==> config.mk <==
export PLATFORM = sky130hd
export DESIGN_NAME = imm_gen_pipe
export DESIGN_NICKNAME = d
export VERILOG_FILES = /design/src/rtl/imm_gen_pipe.sv
export SDC_FILE = /design/constraint.sdc
export NUM_CORES = 1
export LEC_CHECK = 0
export CAP_MARGIN = 5
export CORE_MARGIN = 3
export CORE_UTILIZATION = 54
export CTS_CLUSTER_DIAMETER = 50
export DETAILED_ROUTE_END_ITERATION = 10
export PLACE_DENSITY = 0.85
export SYNTH_ARGS = -nofsm -noshare
export SYNTH_HDL_FRONTEND = slang
export SYNTH_SLANG_ARGS = --single-unit
==> constraint.sdc <==
create_clock -name clk -period 3.99 [get_ports clk]
set_clock_uncertainty 0.1 [all_clocks]
set_input_delay 0.798 -clock clk [delete_from_list [all_inputs] [get_ports clk]]
set_output_delay 0.798 -clock clk [all_outputs]
set_load 0.01 [all_outputs]
==> src/rtl/imm_gen_pipe.sv <==
// rtl/imm_gen_pipe.sv - RISC-V immediate decoder feeding a two-entry output FIFO
// Decode happens before storage so out_* come straight from registers.
module imm_gen_pipe #(
  parameter int XLEN  = 32,
  parameter int TAG_W = 5
) (
  input  logic             clk,
  input  logic             rst_n,
  input  logic             in_valid,
  output logic             in_ready,
  input  logic [31:0]      in_instr,
  input  logic [2:0]       in_ext_op,
  input  logic [TAG_W-1:0] in_tag,
  output logic             out_valid,
  input  logic             out_ready,
  output logic [XLEN-1:0]  out_imm,
  output logic [TAG_W-1:0] out_tag,
  output logic             out_illegal,
  output logic             err_sticky
);

  localparam int EW = XLEN + TAG_W + 1;

  logic signed [31:0] sx32;
  logic [XLEN-1:0]    dec_imm;
  logic               dec_illegal;
  logic [EW-1:0]      new_ent;

  logic [EW-1:0]      ent0_q, ent0_d;
  logic [EW-1:0]      ent1_q, ent1_d;
  logic [1:0]         count_q, count_d;
  logic               err_q, err_d;
  logic               push, pop;

  always_comb begin
    sx32        = '0;
    dec_imm     = '0;
    dec_illegal = 1'b0;
    case (in_ext_op)
      3'b000: begin
        sx32    = {{20{in_instr[31]}}, in_instr[31:20]};
        dec_imm = XLEN'(sx32);
      end
      3'b001: begin
        sx32    = {in_instr[31:12], 12'b0};
        dec_imm = XLEN'(sx32);
      end
      3'b010: begin
        sx32    = {{20{in_instr[31]}}, in_instr[31:25], in_instr[11:7]};
        dec_imm = XLEN'(sx32);
      end
      3'b011: begin
        sx32    = {{20{in_instr[31]}}, in_instr[7], in_instr[30:25], in_instr[11:8], 1'b0};
        dec_imm = XLEN'(sx32);
      end
      3'b100: begin
        sx32    = {{12{in_instr[31]}}, in_instr[19:12], in_instr[20], in_instr[30:21], 1'b0};
        dec_imm = XLEN'(sx32);
      end
      3'b101: begin
        // RV32 has only a 5-bit shamt; bit 25 set means a malformed shift
        if (XLEN == 64) begin
          dec_imm = XLEN'(in_instr[25:20]);
        end else begin
          dec_imm     = XLEN'(in_instr[24:20]);
          dec_illegal = in_instr[25];
        end
      end
      3'b110:  dec_imm = XLEN'(in_instr[19:15]);
      default: dec_imm = '0;
    endcase
  end

  assign new_ent   = {dec_imm, in_tag, dec_illegal};
  assign in_ready  = (count_q != 2'd2);
  assign out_valid = (count_q != 2'd0);
  assign push      = in_valid & in_ready;
  assign pop       = out_valid & out_ready;

  assign out_imm     = ent0_q[EW-1 -: XLEN];
  assign out_tag     = ent0_q[TAG_W:1];
  assign out_illegal = ent0_q[0];
  assign err_sticky  = err_q;

  // ent0 is always the head, so the output path is register-only
  always_comb begin
    ent0_d  = ent0_q;
    ent1_d  = ent1_q;
    count_d = count_q;
    err_d   = err_q | (push & dec_illegal);
    case ({push, pop})
      2'b10: begin
        if (count_q == 2'd0) ent0_d = new_ent;
        else                 ent1_d = new_ent;
        count_d = count_q + 2'd1;
      end
      2'b01: begin
        ent0_d  = ent1_q;
        count_d = count_q - 2'd1;
      end
      2'b11: begin
        // push with pop only happens at occupancy 1
        ent0_d = new_ent;
      end
      default: ;
    endcase
  end

  always_ff @(posedge clk or negedge rst_n) begin
    if (!rst_n) begin
      ent0_q  <= '0;
      ent1_q  <= '0;
      count_q <= 2'd0;
      err_q   <= 1'b0;
    end else begin
      ent0_q  <= ent0_d;
      ent1_q  <= ent1_d;
      count_q <= count_d;
      err_q   <= err_d;
    end
  end

endmodule

* Word-level counts from Yosys, hierarchy flattened
Index checks and enable logic that the tools add are counted.
Word-level totals: register bits 79, input bits 44, output and inout port bits 41
Operators by class: $add $sub $neg 2, eq/ne operators 11, mux-type cells 5, bitwise operators 5, reduce and logical (&&, ||, !) cells 7
Operator list (count):
- 32-bit one-hot mux with 7 select lines | 1
- 38-bit one-hot mux with 3 select lines | 1
- 38-bit 2-to-1 mux | 1
- 3-bit == test, second input constant | 3
- 3-bit by 2-bit == test with 1-bit output, second input constant | 2
- 2-bit == test, second input constant | 2
- 2-bit != test, second input constant | 2
- 2-bit one-hot mux with 2 select lines | 1
- 2-bit AND reduction | 2
- 2-bit nonzero test | 2
- 1-bit AND | 3
- 3-bit by 1-bit == test with 1-bit output, second input constant | 1
- 3-bit logical NOT | 1
- 3-bit nonzero test | 1
- 2-bit by 1-bit adder with 2-bit output, second input constant | 1
- 2-bit by 1-bit == test with 1-bit output, second input constant | 1
- 2-bit logical NOT | 1
- 2-bit by 1-bit subtractor with 2-bit output, second input constant | 1
- 1-bit 2-to-1 mux | 1
- 1-bit NOT | 1
- 1-bit OR | 1

* Longest topological paths before layout
Gate-level depths: netlist (run 1).
depth after elaboration 5, depth in mapped cells 10

* Least setup slack after synthesis (run 1)
Ideal clock, no wire load.
path type input to register, from in out_ready, to reg ent0_q[17], data arrival time 1.959 ns, path slack 1.799 ns, cell stages on the path 7, buffers on the path 2, cell sequence nand2_4 > inv_2 > ha_1 > buf_2 > clkbuf_1 > nor3b_1 > a211oi_2
On the way: longest elaborated chain between the ends 4, elaborated cells between the ends (all ways) 8
RTL lines:
- start, declared | RTL line 15 | input logic out_ready,
- 1-bit AND (*) | RTL line 78 | assign pop = out_valid & out_ready;
- 2-bit == test / 2-bit by 1-bit == test with 1-bit output (equally long branches) | RTL line 91 | case ({push, pop})
- 2-bit != test (no source line) / 3-bit nonzero test (equally long branches)
- 2-bit AND reduction (no source line)
- end signal, assigned | RTL line 116 | ent0_q <= ent0_d;
- end, declared | RTL line 29 | logic [EW-1:0] ent0_q, ent0_d;
Every way passes the cells marked *; elsewhere a longest branch is shown, timed or not. A chain may end at the register's enable or synchronous reset.

* Worst setup path in the final report (run 1)
from in in_ext_op[2], to reg ent0_q[19]
On the way: longest elaborated chain between the ends 4, elaborated cells between the ends (all ways) 10
RTL lines:
- start, declared | RTL line 12 | input logic [2:0] in_ext_op,
- 3-bit == test (tied with other cells) | RTL line 39 | case (in_ext_op)
- 32-bit one-hot mux with 7 select lines (*) | RTL line 39
- 38-bit 2-to-1 mux | RTL line 93 | if (count_q == 2'd0) ent0_d = new_ent;
- 38-bit one-hot mux with 3 select lines (*) | RTL line 91
Every way passes the cells marked *; elsewhere a longest branch is shown, timed or not. The select of a mux whose other input is x is not followed.

==> results of run 1 <==
-- through the flow --
step                      utilization (%)  total power, mW  setup slack, ps  cell area, sq um  instances
final                                72.8             3.62             1260              4750        541
after global routing                 72.8             3.88             1000              4750        541
after CTS                            72.8             3.65             1310              4750        541
after detailed placement             69.2             2.97              987              4520        525
after global placement               69.2             2.89             1020              4520        525
after floorplan                         -             2.31             1800              3760        393
-- final cells by class --
class / count / share of cell area [%]
clock inverters: 5 / 1.68
repair buffers: 83 / 17.1
well taps: 77 / 2.03
flip-flops and latches: 79 / 41.6
clock buffers: 11 / 3.19
multi-input cells: 281 / 34.0
inverters: 5 / 0.395
-- final timing paths --
path,startpoint,to,slack (ps),cells past startpoint
max in group asynchronous,rst_n,ent0_q[37],2680,1
hold / removal,ent0_q[2],ent0_q[2],380,2
setup reg to reg,count_q[0],ent0_q[19],1570,11
min in group asynchronous,rst_n,ent0_q[3],490,1
hold reg to reg,ent0_q[2],ent0_q[2],380,2
setup / recovery,in_ext_op[2],ent0_q[19],1260,5
-- cells by family (layout without fill, tap and decap cells) --
| family | count (synthesis) | count (layout) | synth area share (%) |
|---|---|---|---|
| adders and majority gates | 2 | 2 | 0.665 |
| buffers and inverters | 33 | 104 | 4.79 |
| muxes | 14 | 14 | 4.26 |
| AOI/OAI and AO/OA | 115 | 115 | 19.4 |
| and+or+nand+nor | 146 | 146 | 17.4 |
| DFF | 79 | 79 | 52.5 |
| xor gates and xnor gates | 4 | 4 | 0.931 |
-- layer usage --
layer	vias up	GRT usage (%)	wire length, um
li1	1492	-	-
met1	1524	31.6	3640
met2	123	39.7	4530
met3	35	5.53	580
met4	0	12.7	341
met5	-	0	0
-- critical path: cells and delay by family --
family	cells	cell delay (ps)
buf+inv	1	810
simple gates	1	790
compound gates	2	350
xor+xnor	1	150
-- power breakdown --
group	total, mW	switching, mW	internal [mW]
Clock	0.676	0.291	0.385
Combinational	1.54	0.796	0.744
Sequential	1.41	0.221	1.19
Total	3.62	1.31	2.32
-- registers in the layout, summed over array words and instances, names as in the netlist --
name / count
count_q: 2
ent0_q: 38
ent1_q: 38
err_sticky: 1
-- cell usage after synthesis (6+ instances only) --
library cell / instances / share of area (%)
a211oi_2: 12 / 4.0
a21oi_1: 17 / 2.3
a31oi_1: 12 / 2.0
buf_2: 8 / 1.1
clkbuf_1: 12 / 1.2
dfrtp_1: 79 / 53
mux2i_1: 7 / 1.9
nand2_1: 80 / 8.0
nor2_1: 30 / 3.0
nor3_1: 12 / 1.6
nor3b_1: 6 / 1.2
o21ai_0: 59 / 7.8
==> metrics, run 1 <==
clk_lat worst skew around 360 ps; H-tree depth 3; Hold Vio Cnt, Final 0; FF+latch area just under 2000 sq um; vias after detailed routing 3174; antenna diode count 0; leading cell types in the layout, fill and taps excluded nand2_1, dfrtp_1, clkdlybuf4s50_1; Mapped Cells 393; via count of the first global-routing pass roughly 3200; setup tns final 0 ps; fin crit share 68.5%; Post-synth EDFFs 0; post-CTS resize count 0; slowest CP cell clkdlybuf4s50_1; row cnt 29; routed wire length just over 9 mm; Port Buffers 77; boundary pin count 85; hpwl dp 6.33 mm; clk slew on worst S/H paths around 80 ps; Final ANT Viol Nets 0; Avg Cell Area, Syn between 9 and 10 sq um; RSZ-0062 raised after global routing false; DRC 0; share of cells above drive strength 1 a little over a tenth; critical-path cell list clkdlybuf4s50_1 > xnor2_1 > nor2_1 > a21oi_1 > o21ai_0; CP Class in -> reg; CTS Buffer Depth 2; register area share after synthesis 52.5%; Syn. warnings 0; Hold Path Class reg -> reg; Worst EP required approximately 4200 ps; Worst IR Drop VDD 0.480 mV; grt total ovfl 0; initial antenna violation count 0; global-route wire length before repair 15.0 mm; Syn Nets 439; CTS buffer count 9; Mapped Area between 3000 and 4000 sq um; commonest non-fill, non-tap cell in the layout nand2_1; Arr. time, crit path approximately 2900 ps; power density cells between 700 and 800 nW/um^2; relative slew slack between 20% and 30%; Hold WS ~380 ps; Slew Viols, Final 0; Vias/cell between 5 and 6; critical path endpoint category flip-flop; Final Wtd Congestion 0.801; Leakage between 1.5 and 2 nW; Root Driver clkbuf_8; TritonCTS clock tree done; area of the multi-input gates about 1600 sq um; WL/cell between 15 and 20 um; die width 89.5 um; Tmin final 2730 ps; count of cell types in the netlist 40; Final setup viols 0; MaxCap Viol Count 0; post-CTS setup buffers 0; status finished, final reports clean; crit-path max cell delay a little over 800 ps; gr usage total between 20% and 30%; Max Fclk 366 MHz; 1st-pass router iterations 5; clk sinks 79; core area roughly 6500 sq um; nets 505; CP startpoint kind input pin; Syn-to-layout area delta 26.3%; Iter 0 DRT Violations 260; Hold Buf Count CTS 0; fillers around 470; share of flip-flops with an asynchronous set or reset 100%; initial core utilization 57.6%; full die area 8000 sq um; largest net degree at the start of global routing 80; Max FO, Critical Path 16; transition time of the tightest slew-check pin 1170 ps; Yosys reg bits 79; dominant synthesized flop cell dfrtp_1; Die H 89.5 um
(Power assumes the default switching activity.)
==> inputs of run 2 (changes only) <==
- CORE_UTILIZATION: 54 -> 50
- PLACE_DENSITY: 0.85 -> 0.8
- clock period: 3.99 -> 2.7 ns (I/O delays scaled with it)
==> metrics, run 2 (same netlist as run 1, synthesis figures left out) <==
global-route wire length before repair 15.6 mm (was 15.0 mm); Internal 3.48 mW (was 2.32 mW); Final setup viols 0 (unchanged); WL/cell 16.5 um (was 16.8 um); vias after detailed routing 3173 (was 3174); Layout Cells excl Fill 574 (was 541); setup tns final 0 ps (unchanged); R2R setup slack 570 ps (was 1570 ps); Arr. time, crit path 1620 ps (was 2910 ps); CP startpoint kind flip-flop (was input pin); Syn-to-layout area delta 30.2% (was 26.3%); clk sinks 79 (unchanged); Max FO, Critical Path 5 (was 16); CTS Buffer Depth 2 (unchanged); core area 7060 sq um (was 6530 sq um); Root Driver clkbuf_8 (unchanged); top flop regs ent0_q x38, ent1_q x38, count_q x2 (unchanged); Worst Path Buf+Inv 2 (was 1); clk slew on worst S/H paths 80 ps (about the same); Gate power share 43.7% (was 42.5%); Worst EP required 2060 ps (was 4170 ps); DRC 0 (unchanged); TritonCTS clock tree done (unchanged); Hold Buf Count CTS 0 (unchanged); 1st-pass router iterations 5 (unchanged); antenna diode count 0 (unchanged); row cnt 30 (was 29); Vias/cell 5.53 (was 5.87); status finished, final reports clean (unchanged); Sequential Power Share 38.3% (was 38.8%); routed wire length 9.45 mm (was 9.09 mm); Tmin final 2260 ps; Clk pwr share 18.0% (was 18.7%); Iter 0 DRT Violations 258 (was 260); dominant delay contributor by cell family on the critical path buffers and inverters (unchanged); crit-path max cell delay 490 ps (was 810 ps); largest net degree at the start of global routing 80 (unchanged); Cell Area, Placed 4680 sq um (was 4520 sq um); clk_lat worst skew 350 ps (was 360 ps); transition time of the tightest slew-check pin 998 ps (was 1170 ps); grt total ovfl 0 (unchanged); nets 519 (was 505); MaxCap Viol Count 0 (unchanged); hpwl dp 6.50 mm (was 6.33 mm); die width 92.7 um (was 89.5 um); gr usage total 23.1% (was 24.8%); RR Endpoint ent0_q[23] (was ent0_q[19]); Hold Path Class in -> async (was reg -> reg); power density cells 1110 nW/um^2 (was 762 nW/um^2); placed cells 558 (was 525); CP Class reg -> out (was in -> reg); initial antenna violation count 0 (unchanged); commonest non-fill, non-tap cell in the layout nand2_1 (unchanged); leading cell types in the layout, fill and taps excluded nand2_1, dfrtp_1, clkdlybuf4s50_1 (unchanged); critical-path cell list nor2_4 > inv_2 > clkdlybuf4s50_1 (was clkdlybuf4s50_1 > xnor2_1 > nor2_1 > a21oi_1 > o21ai_0); full die area 8600 sq um (was 8000 sq um); Final ANT Viol Nets 0 (unchanged); critical path endpoint category primary output (was flip-flop); initial core utilization 53.3% (was 57.6%); CTS buffer count 9 (unchanged); switching share of power 36.0% (was 36.1%); relative slew slack 33.4% (was 21.5%); Finished Cell Area 4900 sq um (was 4750 sq um); fin crit share between 80% and 90%; H-tree depth 3 (unchanged); Leakage 2.07 nW (was 1.99 nW); Final Wtd Congestion 0.790 (was 0.801); Worst IR Drop VDD 0.558 mV (was 0.480 mV); RSZ-0062 raised after global routing false (unchanged); Hold Vio Cnt, Final 0 (unchanged); Die H 92.7 um (was 89.5 um); post-CTS resize count 0 (unchanged); switching power 1.96 mW (was 1.31 mW); post-CTS setup buffers 0 (unchanged); via count of the first global-routing pass 3128 (was 3173); r2r worst-path depth 10 (was 11); share of cells above drive strength 1 13.2% (was 10.6%); Max Fclk 442 MHz; slowest CP cell dfrtp_1 (was clkdlybuf4s50_1); RR Startpoint count_q[0] (unchanged); Port Buffers 77 (unchanged); Slew Viols, Final 0 (unchanged); boundary pin count 85 (unchanged)
-- run 2: layout make-up --
cell class	instances	area, sq um
Clock inverter	6	83.8
Sequential cell	79	1980
Clock buffer	10	138
Multi-Input combinational cell	281	1620
Tap cell	96	120
Fill cell	566	2160
Timing Repair Buffer	97	943
Inverter	5	18.8
-- run 2: worst max path at each step --
stage                             to        from  slack, ps  cells past startpoint
after detailed placement  ent0_q[23]    in_valid        260                      8
after global placement    ent0_q[35]    in_valid        320                      7
after floorplan           ent0_q[17]  count_q[0]        650                      7
after global routing       out_valid  count_q[0]        360                      3
final                      out_valid  count_q[0]        440                      3
after CTS                   in_ready  count_q[0]        410                      2
-- run 2: metrics by stage --
step / hold WS [ps] / setup slack, ps / util [%] / power [mW]
after detailed placement: 363 / 263 / 66.3 / 4.50
after floorplan: 144 / 650 / - / 3.41
final: 234 / 439 / 69.4 / 5.44
after global placement: 359 / 323 / 66.3 / 4.38
after CTS: 289 / 405 / 69.4 / 5.48
after global routing: 308 / 356 / 69.4 / 5.80
-- run 2: power groups by stage --
stage	Combinational [mW]	Sequential [mW]	Clock, mW
floorplan	1.24	2.17	0
global placement	2.32	2.07	0
detailed placement	2.39	2.11	0
CTS	2.40	2.09	0.992
global route	2.60	2.15	1.05
finish	2.38	2.08	0.978
-- run 2: routing by layer --
metal	routed length (um)	part of all wire, %	global-route usage [%]	up-vias
li1	-	-	-	1519
met3	593	6.3	5.52	10
met4	91	0.96	7.33	0
met1	4100	43	31.1	1511
met2	4660	49	36.9	133
met5	0	0	0	-
==> inputs of run 3 (changes only) <==
- clock period: 2.7 -> 2.2 ns (I/O delays scaled with it)
==> metrics, run 3 (same netlist as run 1, synthesis figures left out) <==
switching power 2.44 mW (was 1.96 mW); CP startpoint kind flip-flop (unchanged); H-tree depth 3 (unchanged); power density cells 1350 nW/um^2 (was 1110 nW/um^2); Sequential Power Share 37.6% (was 38.3%); RR Startpoint count_q[1] (was count_q[0]); vias after detailed routing 3249 (was 3173); clk slew on worst S/H paths 90 ps (was 80 ps); Slew Viols, Final 0 (unchanged); Placement Setup Slack -193 ps (was 263 ps); Syn-to-layout area delta 34.0% (was 30.2%); full die area 8600 sq um (unchanged); CTS Buffer Depth 2 (unchanged); hpwl dp 6.89 mm (was 6.50 mm); antenna diode count 0 (unchanged); Port Buffers 77 (unchanged); initial core utilization 53.3% (unchanged); r2r worst-path depth 9 (was 10); global-route wire length before repair 16.5 mm (was 15.6 mm); Internal 4.38 mW (was 3.48 mW); core area 7060 sq um (unchanged); TritonCTS clock tree done (unchanged); row cnt 30 (unchanged); CP Class reg -> out (unchanged); Final ANT Viol Nets 0 (unchanged); Arr. time, crit path 1560 ps (was 1620 ps); clk sinks 79 (unchanged); Worst EP required 1660 ps (was 2060 ps); RR Endpoint ent0_q[35] (was ent0_q[23]); Clk pwr share 17.1% (was 18.0%); Max Fclk approximately 480 MHz; gr usage total 24.1% (was 23.1%); final worst setup slack 105 ps (was 439 ps); Root Driver clkbuf_8 (unchanged); MaxCap Viol Count 0 (unchanged); nets 528 (was 519); fin crit share 95.2%; Tmin final between 2000 and 2500 ps; Worst IR Drop VDD 0.732 mV (was 0.558 mV); clk_lat worst skew 350 ps (about the same); initial antenna violation count 0 (unchanged); Hold WS -9.55 ps (was 234 ps); largest net degree at the start of global routing 46 (was 80); status finished, violations left (was finished, final reports clean); Hold Path Class in -> async (unchanged); die width 92.7 um (unchanged); commonest non-fill, non-tap cell in the layout nand2_1 (unchanged); Die H 92.7 um (unchanged); CTS buffer count 9 (unchanged); transition time of the tightest slew-check pin 580 ps (was 998 ps); RSZ-0062 raised after global routing false (unchanged); R2R setup slack 250 ps (was 570 ps); 1st-pass router iterations 5 (unchanged); routed wire length 9.54 mm (was 9.45 mm); Iter 0 DRT Violations 175 (was 258); top flop regs ent0_q x38, ent1_q x38, count_q x2 (unchanged); share of cells above drive strength 1 15.2% (was 13.2%); boundary pin count 85 (unchanged); leading cell types in the layout, fill and taps excluded nand2_1, dfrtp_1, clkdlybuf4s50_1 (unchanged); DRC 0 (unchanged); critical path endpoint category primary output (unchanged); Max FO, Critical Path 5 (unchanged); Final setup viols 0 (unchanged); WL/cell 16.4 um (was 16.5 um); setup tns final 0 ps (unchanged); relative slew slack 61.3% (was 33.4%); Vias/cell 5.57 (was 5.53); Leakage 2.13 nW (was 2.07 nW); via count of the first global-routing pass 3254 (was 3128); failing checks negative hold slack; Final Wtd Congestion 0.850 (was 0.790); switching share of power 35.8% (was 36.0%); Hold Buf Count CTS 0 (unchanged); CP Launch Point count_q[0] (unchanged); Gate power share 45.4% (was 43.7%); Hold Vio Cnt, Final 14 (was 0); grt total ovfl 0 (unchanged)
run 3: power by group through the flow:
stage	logic [mW]	clock network (mW)	registers, mW
after floorplan	1.53	0	2.66
after global placement	3.00	0	2.54
after detailed placement	3.11	0	2.59
after CTS	3.12	1.18	2.56
after global routing	3.41	1.25	2.66
final	3.09	1.16	2.56
run 3: how the worst max path moves through the flow:
stage	to	slack, ps	depth (start not counted)
3_5_place_dp	ent0_q[35]	-190	4
5_1_grt	out_valid	40	3
4_1_cts	in_ready	50	2
2_1_floorplan	ent0_q[17]	150	7
6_report	out_valid	100	3
3_3_place_gp	ent0_q[33]	-120	4
run 3: metal layers:
layer  up-vias  part of all wire, %  track usage [%]
met5         -                    0                0
met4         0                  1.8             8.18
met3        16                  6.2             3.74
met2       126                   50             40.2
met1      1570                   42             32.2
li1       1537                    -                -
run 3: timing repair:
item                       4_1_cts  5_1_grt
setup buffers                    0        0
gates resized for setup          0        3
setup endpoints to repair        0       11
run 3: critical path, stage by stage, from the launching register on:
cell and delay [ps]:
dfrtp_2 470, nor2_4 190, inv_2 80, clkdlybuf4s50_1 480
run 3: metrics by stage:
step	area (sq um)	power (mW)	util, %	instances
after floorplan	3760	4.19	-	393
after CTS	5030	6.86	71.3	583
after global routing	5040	7.32	71.5	583
final	5040	6.82	71.5	583
after detailed placement	4820	5.69	68.3	567
after global placement	4820	5.54	68.3	567
run 3: cell type report:
cell class              count  area, sq um
multi-input cells         281         1630
flip-flops and latches     79         1980
repair buffers            106         1090
fillers                   536         2010
clock inverters             6         85.1
clock buffers              10          128
inverters                   5         18.8
well taps                  96          120
